[src/rtl/pm32_share_ctrl.sv]
// pm32_share_ctrl: round-robin arbiter sharing one external combinational
// 32x32 multiplier (pm32) among NREQ requesters. Operands are registered and
// held for MUL_LAT cycles (multicycle path), then the 64-bit product is
// captured and returned over a valid/ready handshake.
module pm32_share_ctrl #(
    parameter int unsigned NREQ    = 4,
    parameter int unsigned MUL_LAT = 2,
    parameter int unsigned IDW     = $clog2(NREQ)
) (
    input  logic                 clk,
    input  logic                 rst,
    input  logic [NREQ-1:0]      req,
    input  logic [NREQ*32-1:0]   req_a,
    input  logic [NREQ*32-1:0]   req_b,
    output logic [NREQ-1:0]      gnt,
    output logic [31:0]          mul_a,
    output logic [31:0]          mul_b,
    input  logic [63:0]          mul_c,
    output logic                 rsp_valid,
    input  logic                 rsp_ready,
    output logic [IDW-1:0]       rsp_id,
    output logic [63:0]          rsp_c,
    output logic                 busy,
    output logic [31:0]          op_count
);

    localparam int unsigned CNTW = (MUL_LAT > 1) ? $clog2(MUL_LAT) : 1;
    localparam int unsigned SW   = IDW + 1;

    typedef enum logic [1:0] {
        ST_IDLE = 2'd0,
        ST_HOLD = 2'd1,
        ST_DONE = 2'd2
    } state_t;

    state_t            state, state_nx;
    logic [IDW-1:0]    ptr, ptr_nx;
    logic [CNTW-1:0]   cnt, cnt_nx;
    logic [NREQ-1:0]   gnt_nx;
    logic [31:0]       mul_a_nx, mul_b_nx;
    logic              rsp_valid_nx;
    logic [IDW-1:0]    rsp_id_nx;
    logic [63:0]       rsp_c_nx;
    logic              busy_nx;
    logic [31:0]       op_count_nx;

    logic              any_req;
    logic [IDW-1:0]    win_id;
    logic [31:0]       win_a, win_b;

    // (base + off) mod NREQ; both inputs are below NREQ so one subtract suffices
    function automatic logic [IDW-1:0] wrap_add(input logic [IDW-1:0] base, input int off);
        logic [SW-1:0] s;
        s = {1'b0, base} + SW'(off);
        if (s >= SW'(NREQ)) begin
            s = s - SW'(NREQ);
        end
        return s[IDW-1:0];
    endfunction

    // Round-robin winner: first set request at or after ptr, wrapping
    always_comb begin
        win_id  = ptr;
        any_req = |req;
        for (int k = int'(NREQ) - 1; k >= 0; k--) begin
            if (req[wrap_add(ptr, k)]) begin
                win_id = wrap_add(ptr, k);
            end
        end
        win_a = req_a[32*int'(win_id) +: 32];
        win_b = req_b[32*int'(win_id) +: 32];
    end

    // Next-state and next-output logic
    always_comb begin
        state_nx     = state;
        ptr_nx       = ptr;
        cnt_nx       = cnt;
        gnt_nx       = '0;
        mul_a_nx     = mul_a;
        mul_b_nx     = mul_b;
        rsp_valid_nx = rsp_valid;
        rsp_id_nx    = rsp_id;
        rsp_c_nx     = rsp_c;
        op_count_nx  = op_count;

        unique case (state)
            ST_IDLE: begin
                if (any_req) begin
                    mul_a_nx       = win_a;
                    mul_b_nx       = win_b;
                    gnt_nx[win_id] = 1'b1;
                    rsp_id_nx      = win_id;
                    cnt_nx         = CNTW'(MUL_LAT - 1);
                    state_nx       = ST_HOLD;
                end
            end
            ST_HOLD: begin
                if (cnt == '0) begin
                    rsp_c_nx     = mul_c;
                    rsp_valid_nx = 1'b1;
                    state_nx     = ST_DONE;
                end else begin
                    cnt_nx = cnt - CNTW'(1);
                end
            end
            ST_DONE: begin
                if (rsp_ready) begin
                    rsp_valid_nx = 1'b0;
                    ptr_nx       = wrap_add(rsp_id, 1);
                    op_count_nx  = op_count + 32'd1;
                    state_nx     = ST_IDLE;
                end
            end
            default: begin
                state_nx = ST_IDLE;
            end
        endcase

        busy_nx = (state_nx != ST_IDLE);
    end

    // State and output registers; reset wins over grant and accept
    always_ff @(posedge clk) begin
        if (rst) begin
            state     <= ST_IDLE;
            ptr       <= '0;
            cnt       <= '0;
            gnt       <= '0;
            mul_a     <= '0;
            mul_b     <= '0;
            rsp_valid <= 1'b0;
            rsp_id    <= '0;
            rsp_c     <= '0;
            busy      <= 1'b0;
            op_count  <= '0;
        end else begin
            state     <= state_nx;
            ptr       <= ptr_nx;
            cnt       <= cnt_nx;
            gnt       <= gnt_nx;
            mul_a     <= mul_a_nx;
            mul_b     <= mul_b_nx;
            rsp_valid <= rsp_valid_nx;
            rsp_id    <= rsp_id_nx;
            rsp_c     <= rsp_c_nx;
            busy      <= busy_nx;
            op_count  <= op_count_nx;
        end
    end

endmodule

[config.mk]
export PLATFORM = sky130hd
export DESIGN_NAME = pm32_share_ctrl
export DESIGN_NICKNAME = d
export VERILOG_FILES = /design/src/rtl/pm32_share_ctrl.sv
export SDC_FILE = /design/constraint.sdc
export NUM_CORES = 1
export LEC_CHECK = 0
export BUFFER_PORTS_ARGS = -buffer_cell sky130_fd_sc_hd__buf_2
export CAP_MARGIN = 20
export CORE_AREA = 5 5 192 194
export DETAILED_ROUTE_END_ITERATION = 7
export DIE_AREA = 0 0 197 199
export PLACE_DENSITY = 0.46
export SLEW_MARGIN = 0
export SYNTH_ARGS = -nofsm -noshare
export SYNTH_HDL_FRONTEND = slang
export SYNTH_SLANG_ARGS = --single-unit
[constraint.sdc]
create_clock -name clk -period 3.37 [get_ports clk]
set_input_delay 0.1685 -clock clk [delete_from_list [all_inputs] [get_ports clk]]
set_output_delay 0.1685 -clock clk [all_outputs]
set_load 0.01 [all_outputs]
==> impl_metrics.csv, run 1 <==
group,metric,value,unit
synth,synth_area_leaders,"dfxtp_1 46%, mux2i_1 10%, nand2_1 9.5%",
global_routing,grt_pass1_wl,51300,um
global_routing,grt_antenna_before_repair,3,
finish,drive_gt1_frac,0.367,
synth,syn_area,0.00760,sq mm
hold_path,hold_path.class,"input port to flop",
placed_design,pre_cts_slack,0.952,ns
placed_design,place.detailed.hpwl,25400,um
synth,synth_async_sr_flop_share,0,
synth,synth_seq_area_share,0.456,
timing,setup_viol,0,
clocking,clockRootBuffer,"clkbuf_16",
clocking,clockBufferDepth,2,
floorplan,row_count,69,
synth,syn-instance-count,877,
clocking,cts_tree,"yes",
floorplan,initial_core_util,0.217,
pwr,power_density,454,mW/mm^2
floorplan,coreArea,0.0351,sq mm
timing,fin_tns_setup,0,ns
synth,synth_nets,1205,
timing,rsz0062_at_grt,"no",
clocking,cts_sinks,173,
worst_setup_path,worstSetupStartpointType,"flop",
routing,ant_nets,0,
timing,period_minus_slack,2.84,ns
timing,tightest_slew,0.838,ns
routing,vias,8893,
clocking,path_clk_slew,0.07,ns
floorplan,io_pins,495,
routing,dr.pass1.iters,7,
timing,maxSlewViolCount,0,
global_routing,grt_max_degree,74,
finish,syn2layout_area_growth,70.3,%
synth,yosysMostFrequentCell,"nand2_1",
synth,synth_top_area_share,0.456,
floorplan,die_h,199,um
timing,hold_violations,0,
worst_setup_path,cp_max_fo,51,
placed_design,io_buffer_count,494,
timing,fin_skew,0.00672,ns
worst_setup_path,crit_type,"flop to flop",
finish,fin_nets,1836,
clocking,clk_latency,0.44,ns
worst_setup_path,cp.arrival,3.16,ns
routing,wire_per_inst,17.3,um
routing,vias_per_cell,4.48,
routing,drtIter0Drc,290,
worst_setup_path,required,3.69,ns
synth,syn_area_per_cell,8.67,sq um
global_routing,grt_overflow,0,
clocking,numCtsBuffers,17,
global_routing,grt_usage,0.165,
floorplan,die_x,197,um
clocking,cts_max_level,4,
timing,clock.fmax,352,MHz
global_routing,grt_pass1_vias,9124,
worst_setup_path,slowest_stage,"dlygate4sd3_1",
worst_setup_path,cp_common_cell,"buf_12",
worst_setup_path,end_kind,"flop",
synth,ys_ff_latch,173,
synth,synth_common_cells,"193 x nand2_1, 173 x dfxtp_1, 81 x a21oi_1, 79 x mux2i_1",
placed_design,dp_cells,1784,
finish,final_cells,1986,
worst_setup_path,path_cells,"nand2b_1 > o21ai_0 > a211oi_4 > buf_12 > buf_12 > mux2i_1 > o211ai_1 > dlygate4sd3_1",
worst_setup_path,max_stage_delay,0.57,ns
worst_setup_path,critPathBufInv,3,
floorplan,die_area,0.0392,sq mm
run,cap_violations,0,
synth,synth_flop_cell,"dfxtp_1",
placed_design,place.gp.congestion,0.800,
run_status,outcome,"finished clean",
routing,totalWireLength,34400,um
pwr,peakVddDrop,0.349,mV
timing,layout_setup_ws,0.533,ns
synth,synth_top_cell_by_area,"dfxtp_1",
synth,synth_edf_count,0,
synth,ys_types,45,
pwr,leakage,0.00586,uW
timing,period_share,0.842,
routing,drcViolationCount,0,
synth,yosysWarnings,0,
finish,final_core_util,0.369,
worst_setup_path,crit_family,"buffers and inverters",
timing,max_slew_margin,0.442,
## cell usage in the layout, fill, tap and decap left out, types with 7 or more instances in the layout
cell             n
a21oi_1         81
a22oi_1         51
buf_12           7
buf_2          493
buf_4           12
clkbuf_16       17
dfxtp_1        173
dlygate4sd3_1  166
inv_1           12
mux2i_1         79
nand2_1        192
nand3_1         10
nand3b_1        15
nand4_1          8
nor2_1          33
nor3_1           8
o211ai_1        51
o21ai_0          8
o221ai_1        13
xnor2_1         16
## where the power goes
part	switching, uW	internal [uW]
combinational	715	726
clock	888	1200
sequential	108	2240
total	1710	4170
## worst paths after layout
path | startpoint | endpoint | slack, ns | depth (start not counted)
worst max-delay path | ptr[0] | mul_b[3] | 0.53 | 8
worst min-delay path | req_b[14] | mul_b[14] | 0.05 | 3
worst max register to register | ptr[0] | mul_b[3] | 0.53 | 8
worst min register to register | rsp_c[60] | rsp_c[60] | 0.45 | 2
## what timing repair did
action,CTS,global route
endpoints found under the hold margin,115,0
buffers inserted,0,0
hold buffers,166,0
resized for setup,0,0
## flip-flops by register name, indices dropped and copies added (netlist names)
register / flops
mul_b: 32
rsp_c: 64
rsp_valid: 1
busy: 1
op_count: 32
state: 2
cnt: 1
mul_a: 32
ptr: 2
gnt: 4
rsp_id: 2
## per-stage QoR
step           hold slack (ns)  cell area (sq um)  total power, uW
6_report                0.0482              12900             5880
5_1_grt                 0.0292              12900             6220
4_1_cts                0.00613              12900             5990
3_5_place_dp             0.388              10700             3620
3_3_place_gp             0.382              10700             3610
2_1_floorplan            0.295               7600             2980
## final cells by class
| cell class | count | area, sq um |
|---|---|---|
| Fill cell | 3681 | 22100 |
| Tap cell | 461 | 577 |
| Multi-Input combinational cell | 626 | 3880 |
| Clock buffer | 20 | 447 |
| Inverter | 12 | 45.0 |
| Timing Repair Buffer | 678 | 4360 |
| Clock inverter | 12 | 161 |
| Sequential cell | 173 | 3460 |
| Antenna cell | 4 | 10.0 |
## worst reg2reg max path, cell delays in order (launching register included)
cell and delay [ns]:
dfxtp_1 0.42, nand2b_1 0.19, o21ai_0 0.17, a211oi_4 0.30, buf_12 0.24, buf_12 0.32, mux2i_1 0.40, o211ai_1 0.11
dlygate4sd3_1 0.57
## logic make-up after synthesis
group                      Yosys count  share of synthesized area
DFF                                173                      0.456
muxes                               80                      0.106
adders and majority gates            1                    0.00165
xor gates and xnor gates            22                     0.0253
AOI/OAI and AO/OA                  216                      0.187
buffers and inverters               78                     0.0418
and+or+nand+nor                    307                      0.183
## routing by layer
layer	vias to the layer above	part of all wire	GRT usage
met5	-	0.00052	0
met4	2	0.016	0.0475
met3	37	0.075	0.0456
met2	337	0.50	0.289
met1	4137	0.41	0.200
li1	4380	-	-
Note: power is estimated with default switching activity, not from simulation.
==> run 2, diff against run 1 <==
ABC_AREA = 1   (was unset)
CORE_AREA = 5 5 187 189   (was 5 5 192 194)
DIE_AREA = 0 0 192 194   (was 0 0 197 199)
PLACE_DENSITY = 0.55   (was 0.46)
clock period = 2.6 ns   (was 3.37 ns; I/O delays follow)
==> run 2 against run 1 <==
  * Final area is 3.7% higher
  * Sequential power rose by 42%
  * Synthesized area rose by 20%
  * Synthesized cell count up 65%
  * Clock power increased by 33%
  * First-iteration DRC count rose by 75%
  * Clock skew increased by 0.0056 ns
  * Largest cell class is now multi-input combinational cells
  * Largest power group is now combinational logic
==> impl_metrics.csv, run 2 <==
group,metric,value,unit
synth,synth_area_leaders,"dfxtp_1 38%, nand2_1 17%, nand3_1 17%",
clocking,cts_tree,"yes",
timing,hold_violations,0,
finish,mostFrequentLayoutCell,"buf_2",
worst_setup_path,end_kind,"flop",
worst_setup_path,required,2.98,ns
run,cap_violations,0,
finish,syn2layout_area_growth,46.9,%
floorplan,row_count,67,
clocking,numCtsBuffers,17,
finish,final_cells,2419,
timing,period_share,0.860,
placed_design,place.detailed.hpwl,26700,um
worst_setup_path,reg2reg_to,"mul_a[29]",
floorplan,die_h,194,um
synth,ys_types,35,
synth,synth_seq_area_share,0.379,
finish,top_register,"rsp_c",
routing,dr.pass1.iters,5,
global_routing,grt_max_degree,133,
floorplan,initial_core_util,0.276,
timing,clock.fmax,447,MHz
pwr,leakage,0.00677,uW
synth,yosysMostFrequentCell,"nand2_1",
global_routing,grt_pass1_vias,11159,
synth,syn_area_per_cell,6.31,sq um
hold_path,hold_path.class,"input port to flop",
timing,setup_viol,0,
clocking,cts_sinks,173,
floorplan,coreArea,0.0331,sq mm
worst_setup_path,crit_type,"flop to flop",
clocking,cts_max_level,4,
timing,maxSlewViolCount,0,
routing,wire_per_inst,15.6,um
placed_design,dp_cells,2298,
routing,drcViolationCount,0,
clocking,clockRootBuffer,"clkbuf_16",
worst_setup_path,cp.arrival,2.61,ns
floorplan,io_pins,495,
synth,synth_top_cell_by_area,"dfxtp_1",
timing,fin_skew,0.0123,ns
hold_path,min_to,"mul_b[17]",
routing,vias_per_cell,4.70,
global_routing,grt_overflow,0,
timing,fin_tns_setup,0,ns
run_status,outcome,"finished clean",
worst_setup_path,r2r-start,"ptr[0]",
routing,drtIter0Drc,507,
finish,largest_reg_flops,64,
finish,fillCellCount,3490,
pwr,totalPowerFinal,9870,uW
clocking,clockBufferDepth,2,
placed_design,place.gp.congestion,0.845,
synth,ys_ff_latch,173,
placed_design,pre_cts_slack,0.0542,ns
timing,tightest_slew,0.720,ns
floorplan,die_area,0.0372,sq mm
clocking,path_clk_slew,0.08,ns
timing,max_slew_margin,0.520,
finish,final_cell_mix,"493 x buf_2, 415 x nand2_1, 310 x nand3_1",
global_routing,grt_pass1_wl,58200,um
hold_path,holdPathStages,5,
pwr,power_density,735,mW/mm^2
synth,syn_area,0.00914,sq mm
synth,synth_async_sr_flop_share,0,
finish,multi_input_area,0.00492,sq mm
worst_setup_path,worstSetupStartpointType,"flop",
worst_setup_path,reg2reg_slack,0.36,ns
placed_design,io_buffer_count,494,
synth,synth_common_cells,"416 x nand2_1, 311 x nand3_1, 173 x dfxtp_1, 163 x nor2_1, 83 x a21oi_1",
global_routing,grt_antenna_before_repair,2,
routing,vias,11381,
worst_setup_path,crit_start,"ptr[0]",
timing,period_minus_slack,2.24,ns
timing,layout_setup_ws,0.363,ns
finish,regArea,0.00346,sq mm
routing,totalWireLength,37700,um
synth,syn-instance-count,1447,
synth,synth_nets,1775,
synth,synth_top_area_share,0.379,
pwr,peakVddDrop,0.450,mV
routing,ant_nets,0,
synth,synth_edf_count,0,
timing,hold_ws,0.0121,ns
worst_setup_path,cp_max_fo,72,
timing,rsz0062_at_grt,"no",
synth,yosysWarnings,0,
synth,synth_flop_cell,"dfxtp_1",
floorplan,die_x,192,um
finish,drive_gt1_frac,0.287,
global_routing,grt_usage,0.192,
clocking,clk_latency,0.43,ns
worst_setup_path,reg2regPathDepth,15,
hold_path,hold_start,"req_b[81]",
finish,fin_nets,2284,
## run 2: changes by cell type after synthesis, sizes merged, moves of 66 or more
cell   previous run  this run
inv              12        78
mux2i            79         0
nand2           193       421
nand3            10       313
nor2             34       165
## run 2: per-layer routing
| metal | share of wire | GRT usage | routed length, um |
|---|---|---|---|
| met2 | 0.49 | 0.337 | 18600 |
| met1 | 0.40 | 0.227 | 15200 |
| met5 | 0 | 0 | 0 |
| met4 | 0.022 | 0.0552 | 847 |
| met3 | 0.081 | 0.0524 | 3040 |
## run 2: through the flow
step / area (sq um) / utilization
4_1_cts: 13400 / 0.403
2_1_floorplan: 9140 / -
6_report: 13400 / 0.405
3_5_place_dp: 11900 / 0.359
3_3_place_gp: 11900 / 0.359
5_1_grt: 13400 / 0.405
## run 2: cell type report
type | count | share of cell area
inverter | 78 | 0.0222
tap | 448 | 0.0418
multi-input combinational | 1092 | 0.367
timing repair buffer | 594 | 0.264
clock buffer | 18 | 0.0320
antenna | 2 | 0.000373
clock inverter | 14 | 0.0151
sequential | 173 | 0.258
## run 2: report_power, final
part / total, uW / switching [uW] / internal, uW
logic: 3760 / 2370 / 1380
registers: 3330 / 237 / 3090
clock network: 2780 / 1220 / 1560
total: 9870 / 3830 / 6040
## run 2: worst max-delay path by stage
stage / endpoint / slack (ns) / cells past startpoint
final: mul_a[29] / 0.36 / 15
after global routing: mul_b[1] / 0.07 / 17
after CTS: mul_a[29] / 0.05 / 12
after detailed placement: mul_a[29] / 0.05 / 12
after global placement: mul_b[6] / 0.10 / 12
after floorplan: op_count[26] / 0.71 / 11
## run 2: critical path: stages (launching register included)
cell and delay [ns]:
dfxtp_2 0.44, inv_4 0.09, nand2_1 0.09, nand3_1 0.11, nand2_1 0.08, inv_1 0.04
nand2_1 0.06, nand2_2 0.08, nand2_2 0.08, nand2_4 0.05, nand2_4 0.26, buf_12 0.32
nand3_1 0.21, nand3_1 0.14, nor2_1 0.04, nor2_1 0.08
## run 2: kinds of logic (layout without fill, tap and decap cells)
family | after synthesis | after routing | share of synthesized area
flip-flops | 173 | 173 | 0.379
adder cells (fa/ha/maj) | 1 | 1 | 0.00137
AND/OR/NAND/NOR | 938 | 939 | 0.443
other | 0 | 2 | 0
XOR/XNOR | 11 | 11 | 0.0105
AO/OA/AOI/OAI | 141 | 141 | 0.0792
buffers and inverters | 183 | 704 | 0.0871
## run 2: repair_timing
item	CTS	global route
hold buffers	85	0
setup endpoints to repair	0	37
hold endpoints to repair	85	0
resized for setup	0	9
setup buffers	0	1
==> run 3, diff against run 2 <==
CORE_AREA = 5 5 190 192   (was 5 5 187 189)
DIE_AREA = 0 0 195 197   (was 0 0 192 194)
PLACE_DENSITY = 0.54   (was 0.55)
==> run 3 against run 2 <==
  * Setup slack got worse by 0.096 ns
  * Register-to-register slack got worse by 0.096 ns
  * Total power decreased by 0.86%
  * Clock power decreased by 3%
  * Sequential power about the same
  * Critical path type unchanged
==> impl_metrics.csv, run 3 (synthesized netlist as in run 2, its figures left out) <==
group,metric,value,unit
run_status,outcome,"finished clean",
timing,max_slew_margin,0.447,
hold_path,min_to,"mul_a[15]",
pwr,p_int,5960,uW
timing,hold_violations,0,
clocking,path_clk_slew,0.07,ns
pwr,combPwrFrac,0.385,
clocking,clk_latency,0.43,ns
finish,mostFrequentLayoutCell,"buf_2",
routing,drtIter0Drc,585,
global_routing,grt_overflow,0,
hold_path,hold_path.class,"input port to flop",
worst_setup_path,crit_type,"flop to flop",
worst_setup_path,reg2reg_to,"mul_a[23]",
placed_design,place.gp.congestion,0.884,
clocking,cts_max_level,4,
worst_setup_path,required,2.98,ns
pwr,peakVddDrop,0.427,mV
routing,highest_layer,"met5",
timing,setup_viol,0,
clocking,clockRootBuffer,"clkbuf_16",
timing,tightest_slew,0.829,ns
routing,ant_nets,0,
timing,rsz0062_at_grt,"no",
routing,met1_length,15700,um
global_routing,grt_usage,0.186,
pwr,power_density,727,mW/mm^2
pwr,power_frac_seq,0.339,
routing,totalWireLength,38200,um
clocking,cts_tree,"yes",
worst_setup_path,cp.arrival,2.71,ns
global_routing,grt_max_degree,120,
routing,drcViolationCount,0,
finish,top_register,"rsp_c",
hold_path,holdPathStages,5,
clocking,postCtsSetupBuffers,0,
floorplan,io_pins,495,
placed_design,io_buffer_count,494,
finish,final_cell_mix,"493 x buf_2, 415 x nand2_1, 311 x nand3_1",
timing,fin_tns_setup,0,ns
worst_setup_path,r2r-start,"ptr[1]",
timing,maxSlewViolCount,0,
floorplan,initial_core_util,0.267,
timing,period_minus_slack,2.33,ns
routing,met3_length,2600,um
routing,vias,11395,
placed_design,place.detailed.hpwl,27400,um
timing,fin_skew,0.0104,ns
global_routing,grt_antenna_before_repair,4,
worst_setup_path,reg2regPathDepth,14,
floorplan,die_area,0.0384,sq mm
global_routing,grt_pass1_wl,58400,um
worst_setup_path,worstSetupStartpointType,"flop",
finish,drive_gt1_frac,0.287,
finish,fin_nets,2292,
pwr,p_clk_frac,0.276,
worst_setup_path,cp_max_fo,17,
routing,dr.pass1.iters,4,
run,cap_violations,0,
worst_setup_path,end_kind,"flop",
routing,wl_met2,19200,um
pwr,p_switching,3820,uW
pwr,totalPowerFinal,9780,uW
finish,syn2layout_area_growth,47.3,%
timing,period_share,0.897,
worst_setup_path,reg2reg_slack,0.27,ns
timing,clock.fmax,429,MHz
routing,vias_per_cell,4.68,
floorplan,die_x,195,um
clocking,cts_sinks,173,
pwr,netSwitchingFraction,0.391,
global_routing,grt_pass1_vias,10952,
clocking,numCtsBuffers,17,
floorplan,coreArea,0.0342,sq mm
finish,largest_reg_flops,64,
hold_path,hold_start,"req_a[79]",
clocking,clockBufferDepth,2,
floorplan,row_count,68,
floorplan,die_h,197,um
routing,wire_per_inst,15.7,um
pwr,leakage,0.00679,uW
-- run 3: changes by cell type in the layout (fill, tap and decap cells not counted), sizes merged --
| cell | delta |
|---|---|
| dlygate4sd3 | +7 |
| buf | +1 |
| bufinv | -1 |
| clkinv | -1 |
| clkinvlp | +1 |
| diode | +1 |
| inv | +1 |
-- run 3: critical path, cell delays in order (launching register included) --
cell and delay, ns:
dfxtp_1 0.49, inv_2 0.11, nand2_1 0.07, nand2_1 0.07, nand2_1 0.09, nand3_1 0.08
nand2_1 0.07, nand2_1 0.10, nand2_1 0.12, nand2_4 0.10, nor2_2 0.65, nand2_1 0.12
nand2_1 0.09, nor2_1 0.05, nor2_1 0.07
-- run 3: layout make-up --
type	count	area, sq um
inverters	78	295
diodes	3	7.51
multi-input cells	1092	4910
fillers	3726	20700
well taps	455	569
repair buffers	602	3600
clock inverters	14	175
flip-flops and latches	173	3460
clock buffers	18	439
-- run 3: layer usage --
layer  up-vias  track usage
met5         -            0
met4         4       0.0543
met3        53       0.0426
met2       414        0.323
met1      5179        0.232
li1       5745            -
-- run 3: worst max path at each step --
stage	depth (start not counted)	end	slack [ns]	startpoint
after floorplan	11	op_count[26]	0.71	op_count[0]
after global placement	14	mul_a[15]	0.25	ptr[0]
after detailed placement	14	mul_a[15]	0.20	ptr[0]
after CTS	14	mul_a[15]	0.18	ptr[0]
after global routing	14	mul_b[7]	0.07	ptr[1]
final	14	mul_a[23]	0.27	ptr[1]
-- run 3: power groups by stage --
stage / sequential (uW) / combinational [uW] / clock, uW
3_3_place_gp: 3360 / 3660 / 0
4_1_cts: 3320 / 3790 / 2800
5_1_grt: 3370 / 4230 / 2900
2_1_floorplan: 3560 / 2160 / 0
3_5_place_dp: 3370 / 3670 / 0
6_report: 3320 / 3760 / 2700
-- run 3: what timing repair did --
action,CTS,global route
resized for setup,0,2
endpoints found under the hold margin,92,0
hold buffers,92,0
endpoints found under the setup margin,0,36
-- run 3: metrics by stage --
step           instance area (sq um)  setup WS [ns]  hold slack [ns]  utilization  instances
2_1_floorplan                   9140          0.709            0.298            -       1447
3_3_place_gp                   11900          0.245            0.405        0.348       2307
3_5_place_dp                   11900          0.197            0.407        0.348       2307
4_1_cts                        13400          0.180          0.00260        0.393       2431
5_1_grt                        13500         0.0651           0.0270        0.393       2434
6_report                       13500          0.267           0.0299        0.394       2435
